**src/rtl/pe_share_arbiter.sv**
```systemverilog
// Shares one PE serializer among NUM_REQS requesters: round-robin issue with stall lock,
// credit-capped in-flight count, and tag-indexed response demux. Optional macro: PE_ARB_PRIORITY_EN.
module pe_share_arbiter #(
  parameter int NUM_REQS       = 4,
  parameter int NUM_LANES      = 4,
  parameter int DATA_IN_WIDTH  = 32,
  parameter int DATA_OUT_WIDTH = 32,
  parameter int TAG_WIDTH      = 8,
  parameter int MAX_PENDING    = 8,
  localparam int REQW = $clog2(NUM_REQS),
  localparam int DIW  = NUM_LANES * DATA_IN_WIDTH,
  localparam int DOW  = NUM_LANES * DATA_OUT_WIDTH,
  localparam int UTW  = TAG_WIDTH + REQW
) (
  input  logic                          clk,
  input  logic                          reset_n,
  input  logic [NUM_REQS-1:0]           req_valid_in,
  input  logic [NUM_REQS*DIW-1:0]       req_data_in,
  input  logic [NUM_REQS*TAG_WIDTH-1:0] req_tag_in,
`ifdef PE_ARB_PRIORITY_EN
  input  logic [NUM_REQS-1:0]           req_prio_in,
`endif
  output logic [NUM_REQS-1:0]           req_ready_in,
  output logic                          unit_valid_out,
  output logic [DIW-1:0]                unit_data_out,
  output logic [UTW-1:0]                unit_tag_out,
  input  logic                          unit_ready_out,
  input  logic                          unit_valid_in,
  input  logic [DOW-1:0]                unit_data_in,
  input  logic [UTW-1:0]                unit_tag_in,
  output logic                          unit_ready_in,
  output logic [NUM_REQS-1:0]           rsp_valid_out,
  output logic [DOW-1:0]                rsp_data_out,
  output logic [TAG_WIDTH-1:0]          rsp_tag_out,
  input  logic [NUM_REQS-1:0]           rsp_ready_out,
  output logic [31:0]                   perf_stall_cycles
);

  localparam int PW = $clog2(MAX_PENDING + 1);

  logic [REQW-1:0] rr_ptr, lock_idx, rr_grant, grant_idx, rsp_idx;
  logic            lock, credit_ok, any_valid, idx_ok, iss_fire, res_fire;
  logic [PW-1:0]   pending;
`ifdef PE_ARB_PRIORITY_EN
  logic [NUM_REQS-1:0] prio_mask;
`endif

  // First set bit of mask at or after start, wrapping; returns start when mask is empty.
  function automatic logic [REQW-1:0] rr_pick(input logic [NUM_REQS-1:0] mask,
                                              input logic [REQW-1:0]     start);
    int idx;
    rr_pick = start;
    for (int k = NUM_REQS - 1; k >= 0; k--) begin
      idx = (int'(start) + k) % NUM_REQS;
      if (mask[idx]) rr_pick = REQW'(idx);
    end
  endfunction

  always_comb begin
    // NOTE: every always_comb output gets a default first so no path infers a latch.
    any_valid = |req_valid_in;
`ifdef PE_ARB_PRIORITY_EN
    prio_mask = req_valid_in & req_prio_in;
    rr_grant  = (|prio_mask) ? rr_pick(prio_mask, rr_ptr) : rr_pick(req_valid_in, rr_ptr);
`else
    rr_grant  = rr_pick(req_valid_in, rr_ptr);
`endif
    grant_idx = lock ? lock_idx : rr_grant;
    credit_ok = pending < PW'(MAX_PENDING);

    unit_valid_out = reset_n & req_valid_in[grant_idx] & credit_ok;
    unit_data_out  = req_data_in[int'(grant_idx)*DIW +: DIW];
    unit_tag_out   = {grant_idx, req_tag_in[int'(grant_idx)*TAG_WIDTH +: TAG_WIDTH]};
    req_ready_in   = '0;
    for (int i = 0; i < NUM_REQS; i++)
      req_ready_in[i] = reset_n & (grant_idx == REQW'(i)) & credit_ok & unit_ready_out;

    // Results route by the index carried in the tag MSBs; an impossible index is sunk.
    rsp_idx       = unit_tag_in[UTW-1:TAG_WIDTH];
    idx_ok        = {1'b0, rsp_idx} < (REQW+1)'(NUM_REQS);
    rsp_data_out  = unit_data_in;
    rsp_tag_out   = unit_tag_in[TAG_WIDTH-1:0];
    rsp_valid_out = '0;
    unit_ready_in = 1'b0;
    if (reset_n) begin
      if (idx_ok) begin
        rsp_valid_out[rsp_idx] = unit_valid_in;
        unit_ready_in          = rsp_ready_out[rsp_idx];
      end else begin
        unit_ready_in = 1'b1;
      end
    end

    iss_fire = unit_valid_out & unit_ready_out;
    res_fire = unit_valid_in & unit_ready_in;
  end

  always_ff @(posedge clk or negedge reset_n) begin
    if (!reset_n) begin
      rr_ptr            <= '0;
      lock              <= 1'b0;
      lock_idx          <= '0;
      pending           <= '0;
      perf_stall_cycles <= '0;
    end else begin
      // NOTE: non-blocking assignments so every register samples pre-edge values.
      if (iss_fire)
        rr_ptr <= (grant_idx == REQW'(NUM_REQS - 1)) ? '0 : grant_idx + 1'b1;
      // A presented-but-refused request pins the grant until it fires.
      lock     <= unit_valid_out & ~unit_ready_out;
      lock_idx <= grant_idx;
      case ({iss_fire, res_fire})
        2'b10:   pending <= pending + PW'(1);
        2'b01:   pending <= pending - PW'(1);
        default: pending <= pending;
      endcase
      if (any_valid && !credit_ok && perf_stall_cycles != '1)
        perf_stall_cycles <= perf_stall_cycles + 32'd1;
    end
  end

`ifndef SYNTHESIS
  always @(posedge clk) begin
    if (reset_n) begin
      assert (!(res_fire && !iss_fire && pending == '0))
        else $error("pe_share_arbiter: result returned with nothing pending");
      assert (!(unit_valid_in && !idx_ok))
        else $error("pe_share_arbiter: result tag index out of range");
    end
  end
`endif

endmodule

```
**config.mk**
```make
export PLATFORM = sky130hd
export DESIGN_NAME = pe_share_arbiter
export DESIGN_NICKNAME = d
export VERILOG_FILES = /design/src/rtl/pe_share_arbiter.sv
export SDC_FILE = /design/constraint.sdc
export NUM_CORES = 1
export LEC_CHECK = 0
export CAP_MARGIN = 5
export CORE_AREA = 2 2 397 399
export DETAILED_ROUTE_END_ITERATION = 12
export DIE_AREA = 0 0 399 401
export DONT_BUFFER_PORTS = 1
export PLACE_DENSITY = 0.3
export SYNTH_ARGS = -nofsm -noshare
export SYNTH_HDL_FRONTEND = slang
export SYNTH_SLANG_ARGS = --single-unit
```
**constraint.sdc**
```tcl
create_clock -name clk -period 2.5 [get_ports clk]
set_input_delay 0.25 -clock clk [delete_from_list [all_inputs] [get_ports clk]]
set_output_delay 0.25 -clock clk [all_outputs]
set_load 0.05 [all_outputs]
```
After elaboration in Yosys (flattened, before gate mapping):

Cells that the tools add are included.

* flip-flop bits (word level): 41
* output and inout bits: 316
* logic and storage cells: 86

* $add $sub $neg: 7
* magnitude comparators: 8
* equality and inequality tests: 6
* shift-type cells: 2
* muxes and demuxes: 26
* bitwise operators: 22
* reductions and logical operators: 10

Operator list (count)
* $shiftx A512 B10 Y128: 1
* $add A32 B1 Y32 const B: 1
* $ne A32 B32 Y1 const B: 1
* $shiftx A32 B6 Y8: 1
* $and A1 B1 Y1: 17
* $bmux W1 S2: 6
* $lt A3 B4 Y1 const B: 3
* $mux W2: 6
* $mux W1: 11
* $lt A2 B3 Y1 const B: 3
* $pmux W4 S2: 1
* $eq A2 B2 Y1 const B: 3
* $reduce_or A2 Y1: 3
* $add A2 B1 Y2 const B: 2
* $add A2 B2 Y2 const B: 2
* $add A4 B1 Y4 const B: 1
* $and A4 B4 Y4: 1
* $eq A2 B1 Y1 const B: 2
* $lt A4 B4 Y1 const B: 1
* $mux W4: 1
* $reduce_or A4 Y1: 1
* $sub A4 B1 Y4 const B: 1
* $and A1 B1 Y1 const A: 3
* $logic_and A1 B1 Y1: 3
* 6 further kinds: 6

Logic depth before layout (Yosys ltp):

* word-level depth: 18
* depth in mapped cells: 13
* gate-level depth less buffers: 12

Worst setup path before layout:

Ideal clock, no wire load.

* path type: flip-flop to output port
* start: reg lock
* end: out unit_data_out[102]
* arrival time: 2873 ps
* data required time: 2250 ps
* path slack: -623 ps
* cell stages (with the launch flop): 8
* cells stage by stage: dfrtp_1 buf_2 o311ai_2 o21a_1 buf_2 clkbuf_1 nand2_1 a31oi_1

* word-level cells in the longest chain between the ends: 2

Ends and longest elaborated chain
* from (decl): line 42 `logic lock, credit_ok, any_valid, idx_ok, iss_fire, res_fire;`
* from (signal assigned): line 110 `lock <= unit_valid_out & ~unit_ready_out;`
* $mux W2: line 68 `grant_idx = lock ? lock_idx : rr_grant;`
* named net unit_tag_out[9]: line 26 `output logic [UTW-1:0] unit_tag_out,`
* $shiftx A512 B10 Y128: line 72 `unit_data_out = req_data_in[int'(grant_idx)*DIW +: DIW];`
* to (decl): line 25 `output logic [DIW-1:0] unit_data_out,`

The timed path passes the listed nets, and every way through them passes these cells.

Worst setup path in the final report:

* start: reg lock
* end: out unit_data_out[29]

* word-level cells in the longest chain between the ends: 2

Ends and longest elaborated chain (line)
* $mux W2: 68
* $shiftx A512 B10 Y128: 72

Every way passes these cells.

==> results.sh <==
export IMPL_ys_async_sr_fraction_pct=100
export IMPL_fin_crit_ns=2.94
export IMPL_p_leak_nw=6.87
export IMPL_crit_slowest_cell="dfrtp_1"
export IMPL_cts_made_buffers=5
export IMPL_violations="negative setup slack"
export IMPL_nets=2150
export IMPL_ys_warn_count=0
export IMPL_drtAntennaViolNets=0
export IMPL_worstMarginPinSlew_ns=0.870
export IMPL_hold_viol=0
export IMPL_grt_pass1_wl_mm=108
export IMPL_initial_core_util_pct=4.87
export IMPL_wirelength_mm=97.9
export IMPL_worst_slack_ns=-0.437
export IMPL_hpwlAfterDp_mm=73.3
export IMPL_syn_nets=1974
export IMPL_route_detailed_drc=0
export IMPL_ios=1010
export IMPL_wl_per_cell_um=27.8
export IMPL_finalMaxSlewViolations=0
export IMPL_layout_drive_gt1_share_pct=54.9
export IMPL_cp_num_buf_inv=6
export IMPL_core_area_um2=156000
export IMPL_rsz0062_at_grt="true"
export IMPL_fmax_mhz=340
export IMPL_grt_usage_pct=10.3
export IMPL_cts_root_buf="clkbuf_16"
export IMPL_outcome="finished with violations"
export IMPL_numPortBuffers=0
export IMPL_finish_utilization_pct=12.0
export IMPL_overflow=0
export IMPL_path_max_fanout=8
export IMPL_clkSinkCount=41
export IMPL_ys_dominant_reg_cell="dfrtp_1"
export IMPL_area_growth_synth_to_final_pct=147
export IMPL_synth_edf_count=0
export IMPL_ys_seq_area_share_pct=13.5
export IMPL_required_ns=2.25
export IMPL_via_per_inst=3.07
export IMPL_first_pass_iters=5
export IMPL_ys_ff_latch=41
export IMPL_skew_ns=0.00980
export IMPL_die_h_um=401
export IMPL_power_density_nw_per_um2=1940
export IMPL_crit_type="reg -> out"
export IMPL_insertion_delay_ns=0.29
export IMPL_post_route_period_util_pct=117
export IMPL_syn_avg_cell_area_um2=5.96
export IMPL_rows=145
export IMPL_path_delay_family="compound AO/OA/AOI/OAI gates"
export IMPL_cp_end_kind="primary output"
export IMPL_die_area_um2=160000
export IMPL_place_congestion=0.921
export IMPL_max_stage_delay_ns=0.42
export IMPL_vias=10800
export IMPL_cts_tree="done"
export IMPL_die_w_um=399
export IMPL_syn_inst=1271
export IMPL_syn_cell_area_um2=7580
export IMPL_total_power_mw=36.4
export IMPL_fillers=17876
export IMPL_path_cells="a221o_1, o21a_4, buf_12, clkinv_16, buf_16, buf_12, nand2_1, and3_4, a31oi_4, buf_6, buf_12"
export IMPL_antenna_found_initial=36
export IMPL_irDropWorstVdd_uv=1050
export IMPL_synth_top_area_cell="nand2_1"
export IMPL_drv_cap=0
export IMPL_drtIter0Drc=814
export IMPL_synth_top_cell_area_share_pct=27.9
export IMPL_slew_headroom_pct=41.7
export IMPL_crit_arrival_ns=2.69
export IMPL_htreeDepth=2
export IMPL_setup_violations_final=144
export IMPL_path_clk_slew_ns=0.07
export IMPL_clockBufferDepth=2
export IMPL_grt_max_degree=50
export IMPL_cp_common_cell="buf_12"
export IMPL_cp_start_kind="flop"
export IMPL_hold_class="in -> reg"
export IMPL_grt_pass1_vias=10457
export IMPL_synth_distinct_cells=46
export IMPL_synth_area_leaders="nand2_1, buf_4, dfrtp_1"
==> state kept, by name (all words and copies together), names as in the netlist <==
register and flops:
perf_stall_cycles 32, lock 1, pending 4, rr_ptr 2, lock_idx 2
==> cell usage after synthesis, drive strengths merged, types with 2 or more instances <==
| cell | instances |
|---|---|
| clkbuf | 43 |
| nor2 | 15 |
| xnor2 | 20 |
| dfrtp | 41 |
| nor2b | 3 |
| a31oi | 137 |
| mux2 | 4 |
| buf | 186 |
| nor3 | 9 |
| o21ai | 2 |
| mux2i | 3 |
| and2 | 11 |
| and3 | 145 |
| inv | 9 |
| nand2 | 564 |
| xor2 | 12 |
| ha | 8 |
| nand2b | 4 |
| o21a | 2 |
| a21oi | 6 |
| nor4 | 2 |
| nand3 | 15 |
| a221o | 2 |
| nand4 | 13 |
==> report_power, final <==
group	internal, mW	leakage (nW)	switching (mW)
logic	15.5	6.25	19.3
clock network	0.474	0.0811	0.289
registers	0.787	0.540	0.118
==> cell usage in the layout, fill, tap and decap left out, types with 4 or more instances in the layout <==
cell,netlist,final
buf_16,0,32
nand2_2,0,74
buf_4,147,100
nor3_1,8,6
ha_4,0,4
nand3_1,15,15
diode_2,0,15
and3_1,145,28
buf_6,12,39
xor2_1,12,12
xnor2_1,20,20
and3_4,0,114
buf_8,0,11
inv_1,7,7
clkbuf_16,0,36
and2_1,11,7
nand2_1,564,457
a31oi_4,0,135
nor2_1,15,14
dfrtp_1,41,40
nand4_1,13,13
nand2_4,0,33
and2_4,0,4
buf_12,0,180
==> cell type report <==
cell class / instances / area, µm² / area share (%)
antenna: 15 / 37.5 / 0.200
clock buffer: 6 / 129 / 0.687
clock inverter: 2 / 38.8 / 0.207
inverter: 9 / 67.6 / 0.360
multi-input combinational: 992 / 8160 / 43.5
sequential: 41 / 1030 / 5.48
tap: 2058 / 2570 / 13.7
timing repair buffer: 396 / 6670 / 35.6
timing repair inverter: 2 / 50.0 / 0.267
==> what timing repair did <==
item	4_1_cts	5_1_grt
pin swaps	25	103
setup buffers	20	36
cloned	18	40
resized for setup	238	326
endpoints found under the setup margin	143	145
endpoints found under the hold margin	41	0
hold buffers	2	0
==> metal layers <==
layer | part of all wire [%] | vias to the layer above | track usage [%] | wire [µm]
met5 | 0.32 | - | 0.484 | 312
met4 | 4.1 | 24 | 2.94 | 4040
li1 | - | 4542 | - | -
met2 | 45 | 835 | 17.0 | 43900
met1 | 39 | 5202 | 11.6 | 38200
met3 | 12 | 197 | 5.14 | 11400
==> cells by family (layout without fill, tap and decap cells) <==
family,Yosys count,in the layout,synth area share (%)
simple gates,786,786,45.5
buf+inv,238,415,20.7
compound gates,157,157,13.7
flops,41,41,13.5
xor+xnor,32,32,3.70
fa+ha+maj,9,9,1.59
mux,8,8,1.29
other cells,0,15,0
==> path summary, 6_finish.rpt <==
| kind | start | endpoint | slack, ns | depth (start not counted) |
|---|---|---|---|---|
| max | lock | unit_data_out[29] | -0.44 | 11 |
| min | unit_ready_out | lock | 0.05 | 1 |
| max reg2reg | lock | pending[3] | -0.32 | 14 |
| min reg2reg | pending[2] | pending[2] | 0.51 | 2 |
| max in group asynchronous | reset_n | perf_stall_cycles[13] | 1.81 | 2 |
| min in group asynchronous | reset_n | perf_stall_cycles[30] | 0.47 | 2 |
==> metrics by stage <==
stage	std cells	area, µm²	worst slack [ns]	TNS (ns)	hold WS, ns
6_report	3521	18800	-0.437	-47.18	0.0544
5_1_grt	3516	18700	-0.530	-62.09	0.0367
4_1_cts	3433	16100	-0.446	-52.93	0.0410
3_5_place_dp	3388	13800	-0.364	-17.66	-0.0435
3_3_place_gp	3388	13800	-0.318	-18.37	-0.0434
2_1_floorplan	1271	8470	-0.119	-3.88	-0.0456
==> worst register-to-register path: stages, from the launching register on <==
cell and delay (ns):
dfrtp_1 0.41, buf_6 0.13, nand2b_1 0.15, o311ai_4 0.13, buf_4 0.16, a221o_1 0.33
o31a_1 0.15, a31oi_4 0.24, ha_4 0.18, ha_4 0.19, a21o_1 0.16, a21oi_2 0.13
xnor2_1 0.13, nor2_1 0.07, xor2_1 0.14
Power figures use the tool's default switching activity.
